$ cat config.mk
export PLATFORM = sky130hd
export DESIGN_NAME = oam_dma_flat
export DESIGN_NICKNAME = d
export VERILOG_FILES = /design/src/rtl/oam_dma_if.sv /design/src/rtl/oam_dma.sv /design/src/flat_wrapper.sv
export SDC_FILE = /design/constraint.sdc
export NUM_CORES = 1
export LEC_CHECK = 0
export CAP_MARGIN = 20
export CORE_MARGIN = 3
export CORE_UTILIZATION = 48
export CTS_CLUSTER_SIZE = 14
export DETAILED_ROUTE_END_ITERATION = 6
export PLACE_DENSITY_LB_ADDON = 0.2
export SETUP_SLACK_MARGIN = 0.3
export SYNTH_ARGS = -nofsm -noshare
export SYNTH_HDL_FRONTEND = slang
export SYNTH_SLANG_ARGS = --single-unit
$ cat constraint.sdc
create_clock -name cpuClk -period 2.87 [get_ports cpuClk]
set_input_delay 0.574 -clock cpuClk [delete_from_list [all_inputs] [get_ports cpuClk]]
set_output_delay 0.574 -clock cpuClk [all_outputs]
set_load 0.05 [all_outputs]
$ cat src/rtl/oam_dma_if.sv
// CPU-side bus bundle seen by the sprite DMA engine: cpu requests in, muxed bus out.
// master = DMA engine side, slave = cpu core / bus fabric side.
interface oam_dma_if;
  logic [15:0] cpuAddr;
  logic [7:0]  cpuDataWr;
  logic        cpuWrEn;
  logic [7:0]  busDataRd;
  logic [15:0] busAddr;
  logic [7:0]  busDataWr;
  logic        busWrEn;
  logic        cpuHalt;
  logic        dmaActive;

  modport master (
    input  cpuAddr, cpuDataWr, cpuWrEn, busDataRd,
    output busAddr, busDataWr, busWrEn, cpuHalt, dmaActive
  );

  modport slave (
    output cpuAddr, cpuDataWr, cpuWrEn, busDataRd,
    input  busAddr, busDataWr, busWrEn, cpuHalt, dmaActive
  );
endinterface

$ cat src/rtl/oam_dma.sv
// Sprite DMA: a CPU write to DMA_REG_ADDR halts the CPU and copies one page into OAM.
// Optional macro OAM_DMA_ALIGN_EN adds a get/put alignment cycle after HALT.
module oam_dma #(
  parameter logic [15:0] DMA_REG_ADDR  = 16'h4014,
  parameter logic [15:0] OAM_DATA_ADDR = 16'h2004,
  parameter int          XFER_LEN      = 256
) (
  input  logic      cpuClk,
  input  logic      reset,
  oam_dma_if.master bus
);

  localparam logic [7:0] LAST_IDX = 8'(XFER_LEN - 1);

  typedef enum logic [2:0] {
    IDLE,
    HALT,
`ifdef OAM_DMA_ALIGN_EN
    ALIGN,
`endif
    READ,
    WRITE
  } state_t;

  state_t      r_state;
  logic [7:0]  r_page;
  logic [7:0]  r_idx;
  logic [7:0]  r_latch;
  logic        r_cycleOdd;
  logic        r_cpuHalt;
  logic        r_dmaActive;

  logic [15:0] w_busAddr;
  logic [7:0]  w_busDataWr;
  logic        w_busWrEn;

  // cpuHalt/dmaActive are registered alongside the state so they never glitch.
  always_ff @(posedge cpuClk or negedge reset) begin
    if (!reset) begin
      r_state     <= IDLE;
      r_page      <= 8'h00;
      r_idx       <= 8'h00;
      r_latch     <= 8'h00;
      r_cycleOdd  <= 1'b0;
      r_cpuHalt   <= 1'b0;
      r_dmaActive <= 1'b0;
    end else begin
      r_cycleOdd <= ~r_cycleOdd;
      case (r_state)
        IDLE: begin
          if (bus.cpuWrEn && (bus.cpuAddr == DMA_REG_ADDR)) begin
            r_page      <= bus.cpuDataWr;
            r_idx       <= 8'h00;
            r_state     <= HALT;
            r_cpuHalt   <= 1'b1;
            r_dmaActive <= 1'b1;
          end
        end
        HALT: begin
`ifdef OAM_DMA_ALIGN_EN
          r_state <= r_cycleOdd ? ALIGN : READ;
`else
          r_state <= READ;
`endif
        end
`ifdef OAM_DMA_ALIGN_EN
        ALIGN: r_state <= READ;
`endif
        READ: begin
          r_latch <= bus.busDataRd;
          r_state <= WRITE;
        end
        WRITE: begin
          if (r_idx == LAST_IDX) begin
            r_state     <= IDLE;
            r_cpuHalt   <= 1'b0;
            r_dmaActive <= 1'b0;
          end else begin
            r_idx   <= r_idx + 8'd1;
            r_state <= READ;
          end
        end
        default: r_state <= IDLE;
      endcase
    end
  end

  // Bus ownership: cpu passes straight through unless the engine is reading or writing.
  always_comb begin
    w_busAddr   = bus.cpuAddr;
    w_busDataWr = bus.cpuDataWr;
    w_busWrEn   = bus.cpuWrEn;
    case (r_state)
      IDLE: ;
      READ: begin
        w_busAddr = {r_page, r_idx};
        w_busWrEn = 1'b0;
      end
      WRITE: begin
        w_busAddr   = OAM_DATA_ADDR;
        w_busDataWr = r_latch;
        w_busWrEn   = 1'b1;
      end
      default: w_busWrEn = 1'b0;
    endcase
  end

  assign bus.busAddr   = w_busAddr;
  assign bus.busDataWr = w_busDataWr;
  assign bus.busWrEn   = w_busWrEn;
  assign bus.cpuHalt   = r_cpuHalt;
  assign bus.dmaActive = r_dmaActive;

endmodule
$ cat src/flat_wrapper.sv
// flat-port wrapper written by rule: the top's interface ports become plain ports
module oam_dma_flat 
#(
  parameter logic [15:0] DMA_REG_ADDR  = 16'h4014,
  parameter logic [15:0] OAM_DATA_ADDR = 16'h2004,
  parameter int          XFER_LEN      = 256
)
  (cpuClk, reset, bus_cpuAddr, bus_cpuDataWr, bus_cpuWrEn, bus_busDataRd, bus_busAddr, bus_busDataWr, bus_busWrEn, bus_cpuHalt, bus_dmaActive);
  oam_dma_if bus_i ();
  input  logic cpuClk;
  input  logic reset;
  input wire logic [$bits(bus_i.cpuAddr)-1:0] bus_cpuAddr;
  input wire logic [$bits(bus_i.cpuDataWr)-1:0] bus_cpuDataWr;
  input wire logic [$bits(bus_i.cpuWrEn)-1:0] bus_cpuWrEn;
  input wire logic [$bits(bus_i.busDataRd)-1:0] bus_busDataRd;
  output wire logic [$bits(bus_i.busAddr)-1:0] bus_busAddr;
  output wire logic [$bits(bus_i.busDataWr)-1:0] bus_busDataWr;
  output wire logic [$bits(bus_i.busWrEn)-1:0] bus_busWrEn;
  output wire logic [$bits(bus_i.cpuHalt)-1:0] bus_cpuHalt;
  output wire logic [$bits(bus_i.dmaActive)-1:0] bus_dmaActive;
  assign bus_i.cpuAddr = bus_cpuAddr;
  assign bus_i.cpuDataWr = bus_cpuDataWr;
  assign bus_i.cpuWrEn = bus_cpuWrEn;
  assign bus_i.busDataRd = bus_busDataRd;
  assign bus_busAddr = bus_i.busAddr;
  assign bus_busDataWr = bus_i.busDataWr;
  assign bus_busWrEn = bus_i.busWrEn;
  assign bus_cpuHalt = bus_i.cpuHalt;
  assign bus_dmaActive = bus_i.dmaActive;
  oam_dma #(.DMA_REG_ADDR(DMA_REG_ADDR), .OAM_DATA_ADDR(OAM_DATA_ADDR), .XFER_LEN(XFER_LEN)) u_core (.cpuClk(cpuClk), .reset(reset), .bus(bus_i));
endmodule
==> out/results.tsv, run 1 <==
stage	metric	value	unit
worst_hold_path	worst hold path type	register to register	
global_route	vias in the first global route	1693	
placed_design	Routability Congestion	0.8810	
finish	Final #Nets	277	
clock_network	CTS tree	built	
floorplan	Die Span X	65.54	um
power	Sw Pwr	173.7	uW
synth	Post-synth EDFFs	0	
critical_path	Worst Setup Start Kind	register	
synth	Netlist cell types	34	
detailed_routing	remaining antenna violation count	0	
worst_hold_path	hold endpoint	u_core.r_page[4]	
synth	main combinational cell family by area after synthesis	simple AND/OR/NAND/NOR gates	
floorplan	I/O pin count	62	
power	sequential share of power	57.4	%
power	peak supply drop	196.9	uV
floorplan	Die Area	4295	sq um
global_route	met1 Track Usage GR	28.84	%
finish	layout cells sized above 1	22.88	%
sta	setup TNS	0	ns
synth	Post-Synth Adder-Cell Area	3.676	%
global_route	initial antenna violation count	0	
outcome	status	completed	
clock_network	postcts setup bufs	0	
finish	synthesis-to-finish area growth	48.24	%
placed_design	I/O Buffers	61	
synth	Async SR Flop Fraction	100.0	%
global_route	largest net degree at the start of global routing	38	
synth	top post-synthesis cells by area	dfrtp_1 40%, mux2_2 11%, o21ai_0 5.6%	
power	Leak	0.001119	uW
sta	RSZ-0062 raised after global routing	true	
placed_design	HPWL Detailed	3556	um
synth	Post-Synth XOR/XNOR Area	0	%
synth	post-synthesis simple-gate area fraction	24.78	%
critical_path	r2r setup slk	0.88	ns
detailed_routing	First-pass DRT Iterations	4	
power	Clk network pwr share	25.3	%
sta	Worst Skew	0.01619	ns
floorplan	initial core utilization	53.13	%
synth	ys flop type	dfrtp_1	
global_route	total congestion overflow	0	
synth	register area share after synthesis	39.71	%
detailed_routing	Via density	5.782	
synth	synthesized netlist net count	218	
critical_path	worst-path fanout max	37	
critical_path	Worst Path Required	2.30	ns
detailed_routing	Routed WL	4609	um
detailed_routing	1st-iter DRT viols	148	
global_route	first-pass GRT wire length	7962	um
floorplan	Core ar.	3203	sq um
synth	post-synth top area cell	dfrtp_1	
critical_path	Crit. End Element	primary output	
synth	mux share of post-synthesis cell area	15.88	%
synth	Mean Syn Cell Area	9.560	sq um
synth	cell count after synthesis	178	
synth	Cell Area, Synth	1702	sq um
finish	post-layout util	78.75	%
sta	setup violators final	0	
critical_path	worst setup path class	register to primary output	
clock_network	CTS buffer count	3	
clock_network	Clock transition at path regs	0.16	ns
power	combinational power share	17.3	%
sta	Final period util	87.70	%
global_route	Total GRT Usage	23.97	%
power	sw frac	25.61	%
synth	Synth top cells by count	27 x dfrtp_1, 22 x nand2_1, 19 x o21ai_0, 16 x mux2_2	
global_route	met2 usage	41.85	%
synth	Synth Area in Compound Gates	12.57	%
critical_path	worst-case reg-to-reg path depth	6	
finish	# diodes	0	
clock_network	clock latency on the worst-skew pair	0.34	ns
global_route	M3 GR Usage	4.274	%
clock_network	Clock Sinks	27	
clock_network	Root Buffer Master	clkbuf_4	
power	Internal	504.6	uW
clock_network	CTS H-Tree Depth	1	
critical_path	R2R Path End	u_core.r_idx[5]	
detailed_routing	DR WL/cell	16.46	um
critical_path	Worst R2R Start	u_core.r_state[0]	
sta	final worst path period need	2.517	ns
synth	most common cell in the synthesized netlist	dfrtp_1	
sta	Relative slew margins	66.12	%
floorplan	num rows	20	
sta	fin. max-slew vios	0	
finish	FILL cells	235	
synth	FF+latch count, synth	27	
worst_hold_path	hold path startpoint	u_core.r_page[4]	
detailed_routing	via count	1619	
worst_hold_path	cell depth of the worst min-delay path	1	
global_route	GR peak layer	met2	
sta	fmax	397.3	MHz
clock_network	clk buf depth	2	
floorplan	height of the chip	65.54	um
synth	yosys warns	0	
detailed_routing	drt drc	0	
synth	post-synth top area share	39.71	%
sta	slew at the pin closest to its max-slew limit	0.5066	ns
critical_path	CP arrival	1.94	ns
sta	Hold Fails Final Rpt	0	
power	pwr dens	268.9	nW/um^2
flow_run	Max Cap Viol	0	
## state kept, by name, indices dropped and copies added (netlist names)
register,flops
u_core.r_page,8
u_core.r_latch,8
u_core.r_idx,8
u_core.bus.cpuHalt,1
u_core.r_state,2
## repair_timing
action                                  CTS  global route
resized for setup                         1             2
endpoints found under the setup margin   24             3
pin swaps                                 0             0
hold buffers                              0             0
## cells in the final DEF (no fill, tap or decap), types with 2 or more instances in the layout
| cell | count |
|---|---|
| ha_1 | 3 |
| o21ai_1 | 7 |
| and4b_1 | 2 |
| dfrtp_1 | 27 |
| mux2_1 | 8 |
| nand3_1 | 9 |
| buf_12 | 16 |
| nor2b_1 | 2 |
| nand4_1 | 2 |
| buf_4 | 12 |
| or2b_1 | 3 |
| nor4b_4 | 2 |
| inv_1 | 3 |
| nand2_1 | 22 |
| clkdlybuf4s50_1 | 36 |
| a211o_1 | 2 |
| a21oi_1 | 9 |
| nand4b_1 | 3 |
| nand2b_1 | 11 |
| nor2_1 | 11 |
| o21ai_0 | 12 |
| mux2_2 | 16 |
| clkbuf_4 | 3 |
## final cells by class
| cell class | instances | area (sq um) | share of cell area (%) |
|---|---|---|---|
| Timing Repair Buffer | 64 | 770.7 | 30.56 |
| Multi-Input combinational cell | 138 | 983.4 | 38.99 |
| Tap cell | 44 | 55.05 | 2.183 |
| Sequential cell | 27 | 675.6 | 26.79 |
| Clock buffer | 4 | 26.28 | 1.042 |
| Inverter | 3 | 11.26 | 0.4464 |
## power groups by stage
stage	Combinational [uW]	Sequential (uW)	Clock, uW
floorplan	41.9	395	0
global placement	115	396	0
detailed placement	118	396	0
CTS	119	389	175
global route	125	390	192
finish	117	389	172
## how the worst max path moves through the flow
stage,start,to,slack [ns],depth (start not counted)
after floorplan,u_core.r_state[0],bus_busAddr[10],0.31,4
after global placement,bus_cpuAddr[11],u_core.r_page[6],0.46,6
after detailed placement,bus_cpuAddr[1],u_core.r_page[6],0.39,6
after CTS,u_core.r_state[0],bus_busAddr[13],0.34,6
after global routing,u_core.r_state[0],bus_busAddr[13],0.28,6
final,u_core.r_state[0],bus_busAddr[13],0.35,6
## through the flow
stage	cell area (sq um)	setup slack [ns]	total power, uW	instances	hold WS (ns)
detailed placement	2481	0.3933	514.5	276	0.4856
global placement	2481	0.4566	510.4	276	0.4743
global route	2522	0.2780	707.0	280	0.5446
finish	2522	0.3531	678.4	280	0.5149
floorplan	1702	0.3066	437.1	178	0.2784
CTS	2510	0.3397	683.1	280	0.5175
## cell families after synthesis
kind of cell	count (synthesis)
adders and majority gates	5
and+or+nand+nor	72
AOI/OAI and AO/OA	37
muxes	24
DFF	27
buffers and inverters	13
## critical path, stage by stage (launching register included)
cell     delay (ns)
dfrtp_1        0.48
inv_1          0.12
ha_2           0.26
buf_12         0.21
nor2b_1        0.07
a211o_1        0.27
buf_4          0.19
## routing by layer
metal,vias up,wire [um]
li1,748,-
met1,786,1791
met2,76,2412
met3,9,316
met4,0,88
met5,-,0
Power figures use the tool's default switching activity.
==> inputs of run 2 (changes only) <==
- CORE_UTILIZATION: 48 -> 40
- clock period: 2.87 -> 2.3 ns (I/O delays scaled with it)
==> run 2 against run 1 <==
Compared with the run above:
- core utilization shrank 5.5 points
- highest routed layer unchanged
- worst setup slack got worse by 0.22 ns
- die area grew 18%
- first-iteration DRC count up 11%
- count of clock-buffer cells in the layout stayed put
- global-route usage fell by 3.9 points
- cell count increased by 8.6%
- critical path depth fell by 1
==> out/results.tsv, run 2 (synthesis gave the netlist of run 1 again) <==
stage	metric	value	unit	change
outcome	status	completed		
power	peak supply drop	267.1	uV	+36%
detailed_routing	1st-iter DRT viols	164		+11%
sta	slew at the pin closest to its max-slew limit	0.4913	ns	-0.01520 ns
global_route	initial antenna violation count	0		unchanged
clock_network	clock latency on the worst-skew pair	0.29	ns	-0.05 ns
detailed_routing	Routed WL	5079	um	+10%
detailed_routing	via count	1642		+1.4%
sta	fmax	461.1	MHz	
detailed_routing	DR WL/cell	16.71	um	+1.5%
clock_network	CTS buffer count	3		unchanged
sta	Worst Skew	0.01489	ns	-0.001304 ns
worst_hold_path	worst hold path type	register to register		
critical_path	worst setup path class	register to primary output		
sta	final worst path period need	2.169	ns	
clock_network	Clock Sinks	27		unchanged
critical_path	Worst Setup Start Kind	register		
critical_path	r2r setup slk	0.39	ns	-0.49 ns
sta	final worst slack	0.1313	ns	-0.2219 ns
placed_design	Routability Congestion	0.8560		-2.8%
finish	post-layout util	73.27	%	-5.5 points
detailed_routing	met3 WL post-DR	290	um	-8.2%
detailed_routing	remaining antenna violation count	0		unchanged
global_route	vias in the first global route	1656		-2.2%
sta	hold_ws	0.5038	ns	-0.01110 ns
clock_network	CTS tree	built		
critical_path	R2R Path End	u_core.r_idx[5]		
floorplan	I/O pin count	62		unchanged
critical_path	Worst R2R Start	u_core.r_state[0]		
clock_network	Clock transition at path regs	0.11	ns	-0.05 ns
global_route	largest net degree at the start of global routing	28		-26%
sta	Hold Fails Final Rpt	0		unchanged
critical_path	slowest CP cell	dfrtp_1		
floorplan	num rows	23		+15%
sta	RSZ-0062 raised after global routing	true		
floorplan	Die Area	5073	sq um	+18%
critical_path	Worst Path Required	1.84	ns	-0.46 ns
floorplan	Die Span X	71.23	um	+8.7%
finish	commonest non-fill, non-tap cells in the layout	31 x clkdlybuf4s50_1, 25 x dfrtp_1, 18 x nand2_1, 18 x buf_12, 16 x mux2_2		
power	Leak	0.001342	uW	+20%
flow_run	Max Cap Viol	0		unchanged
placed_design	dpl ws	-0.06684	ns	-0.4601 ns
placed_design	HPWL Detailed	3327	um	-6.4%
placed_design	placed cells	287		+4.0%
critical_path	CP Cell Sequence	ha_4, buf_12, buf_4, mux2_2, buf_6		
sta	Final period util	94.29	%	
finish	Regs by FF count	u_core.r_idx (8), u_core.r_latch (8), u_core.r_page (8)		
finish	Finished Layout Cells	304		+8.6%
finish	commonest non-fill, non-tap cell in the layout	clkdlybuf4s50_1		
floorplan	initial core utilization	41.94	%	-11 points
placed_design	I/O Buffers	61		unchanged
global_route	first-pass GRT wire length	8031	um	+0.87%
sta	fin. max-slew vios	0		unchanged
global_route	Total GRT Usage	20.05	%	-3.9 points
finish	layout cells sized above 1	40.55	%	+18 points
clock_network	Root Buffer Master	clkbuf_8		
detailed_routing	wl on met1	2078	um	+16%
floorplan	Core ar.	4058	sq um	+27%
finish	synthesis-to-finish area growth	74.71	%	
global_route	total congestion overflow	0		unchanged
finish	# diodes	0		unchanged
clock_network	clk buf depth	2		unchanged
critical_path	Crit. End Element	primary output		
critical_path	crit path from	u_core.r_state[0]		
detailed_routing	First-pass DRT Iterations	5		+1
critical_path	CP arrival	1.71	ns	-0.23 ns
critical_path	worst setup path end	bus_busDataWr[4]		
power	pwr dens	315.5	nW/um^2	+17%
detailed_routing	DR WL met2	2570	um	+6.6%
critical_path	worst-path fanout max	11		-70%
critical_path	Crit path largest cell delay	0.45	ns	-0.03 ns
detailed_routing	Via density	5.401		-6.6%
clock_network	CTS H-Tree Depth	1		unchanged
finish	Final #Nets	295		+6.5%
detailed_routing	drt drc	0		unchanged
critical_path	worst-case reg-to-reg path depth	7		+1
sta	Relative slew margins	67.14	%	+1.0 points
power	Total Power	938.0	uW	+38%
floorplan	height of the chip	71.23	um	+8.7%
detailed_routing	DR top layer	met4		
sta	setup violators final	0		unchanged
## run 2: changes by cell type in the layout (fill, tap and decap cells not counted), moves of 5 or more
cell,before,now
buf_6,0,12
clkdlybuf4s50_1,36,31
dlymetal6s2s_1,0,5
o21ai_2,0,10
o21ai_0,12,5
o21ai_1,7,0
## run 2: cell type report
| type | count | area [sq um] |
|---|---|---|
| Tap cell | 50 | 62.56 |
| Timing Repair Buffer | 82 | 1026 |
| Fill cell | 276 | 1085 |
| Clock buffer | 4 | 45.04 |
| Sequential cell | 27 | 678.2 |
| Inverter | 3 | 13.76 |
| Multi-Input combinational cell | 138 | 1147 |
## run 2: repair_timing
item | CTS | global route
buffers inserted | 6 | 5
pin swaps | 6 | 15
hold buffers | 0 | 0
endpoints found under the setup margin | 33 | 37
cloned | 1 | 1
gates resized for setup | 43 | 19
## run 2: where the power goes
part	leakage [uW]	switching [uW]	internal, uW
sequential	0.000326	3.35	481
clock	0.0000228	173	125
combinational	0.000993	71.6	83.6
## run 2: how the worst min path moves through the flow
stage / start / slack, ns / cells after the start / endpoint
final: u_core.r_page[6] / 0.50 / 1 / u_core.r_page[6]
after global routing: u_core.r_page[3] / 0.53 / 1 / u_core.r_page[3]
after CTS: u_core.r_page[6] / 0.51 / 1 / u_core.r_page[6]
after detailed placement: u_core.r_page[6] / 0.49 / 1 / u_core.r_page[6]
after global placement: u_core.r_page[6] / 0.48 / 1 / u_core.r_page[6]
after floorplan: reset / 0.16 / 0 / u_core.bus.cpuHalt
## run 2: stage by stage
step / TNS (ns) / cell area, sq um
2_1_floorplan: 0 / 1719
4_1_cts: 0 / 2863
3_5_place_dp: -0.4764 / 2531
3_3_place_gp: -0.1786 / 2531
5_1_grt: 0 / 2973
6_report: 0 / 2973
## run 2: per-layer routing
metal	up-vias	track usage [%]
met1	793	25.47
met4	0	8.351
met3	10	3.787
li1	784	-
met5	-	0
met2	55	33.47
## run 2: critical path: cells and delay by family, from the launching register on
family / cells / cell delay [ns]
buffers and inverters: 3 / 0.41
muxes: 1 / 0.33
adders and majority gates: 1 / 0.22
DFF: 1 / 0.45
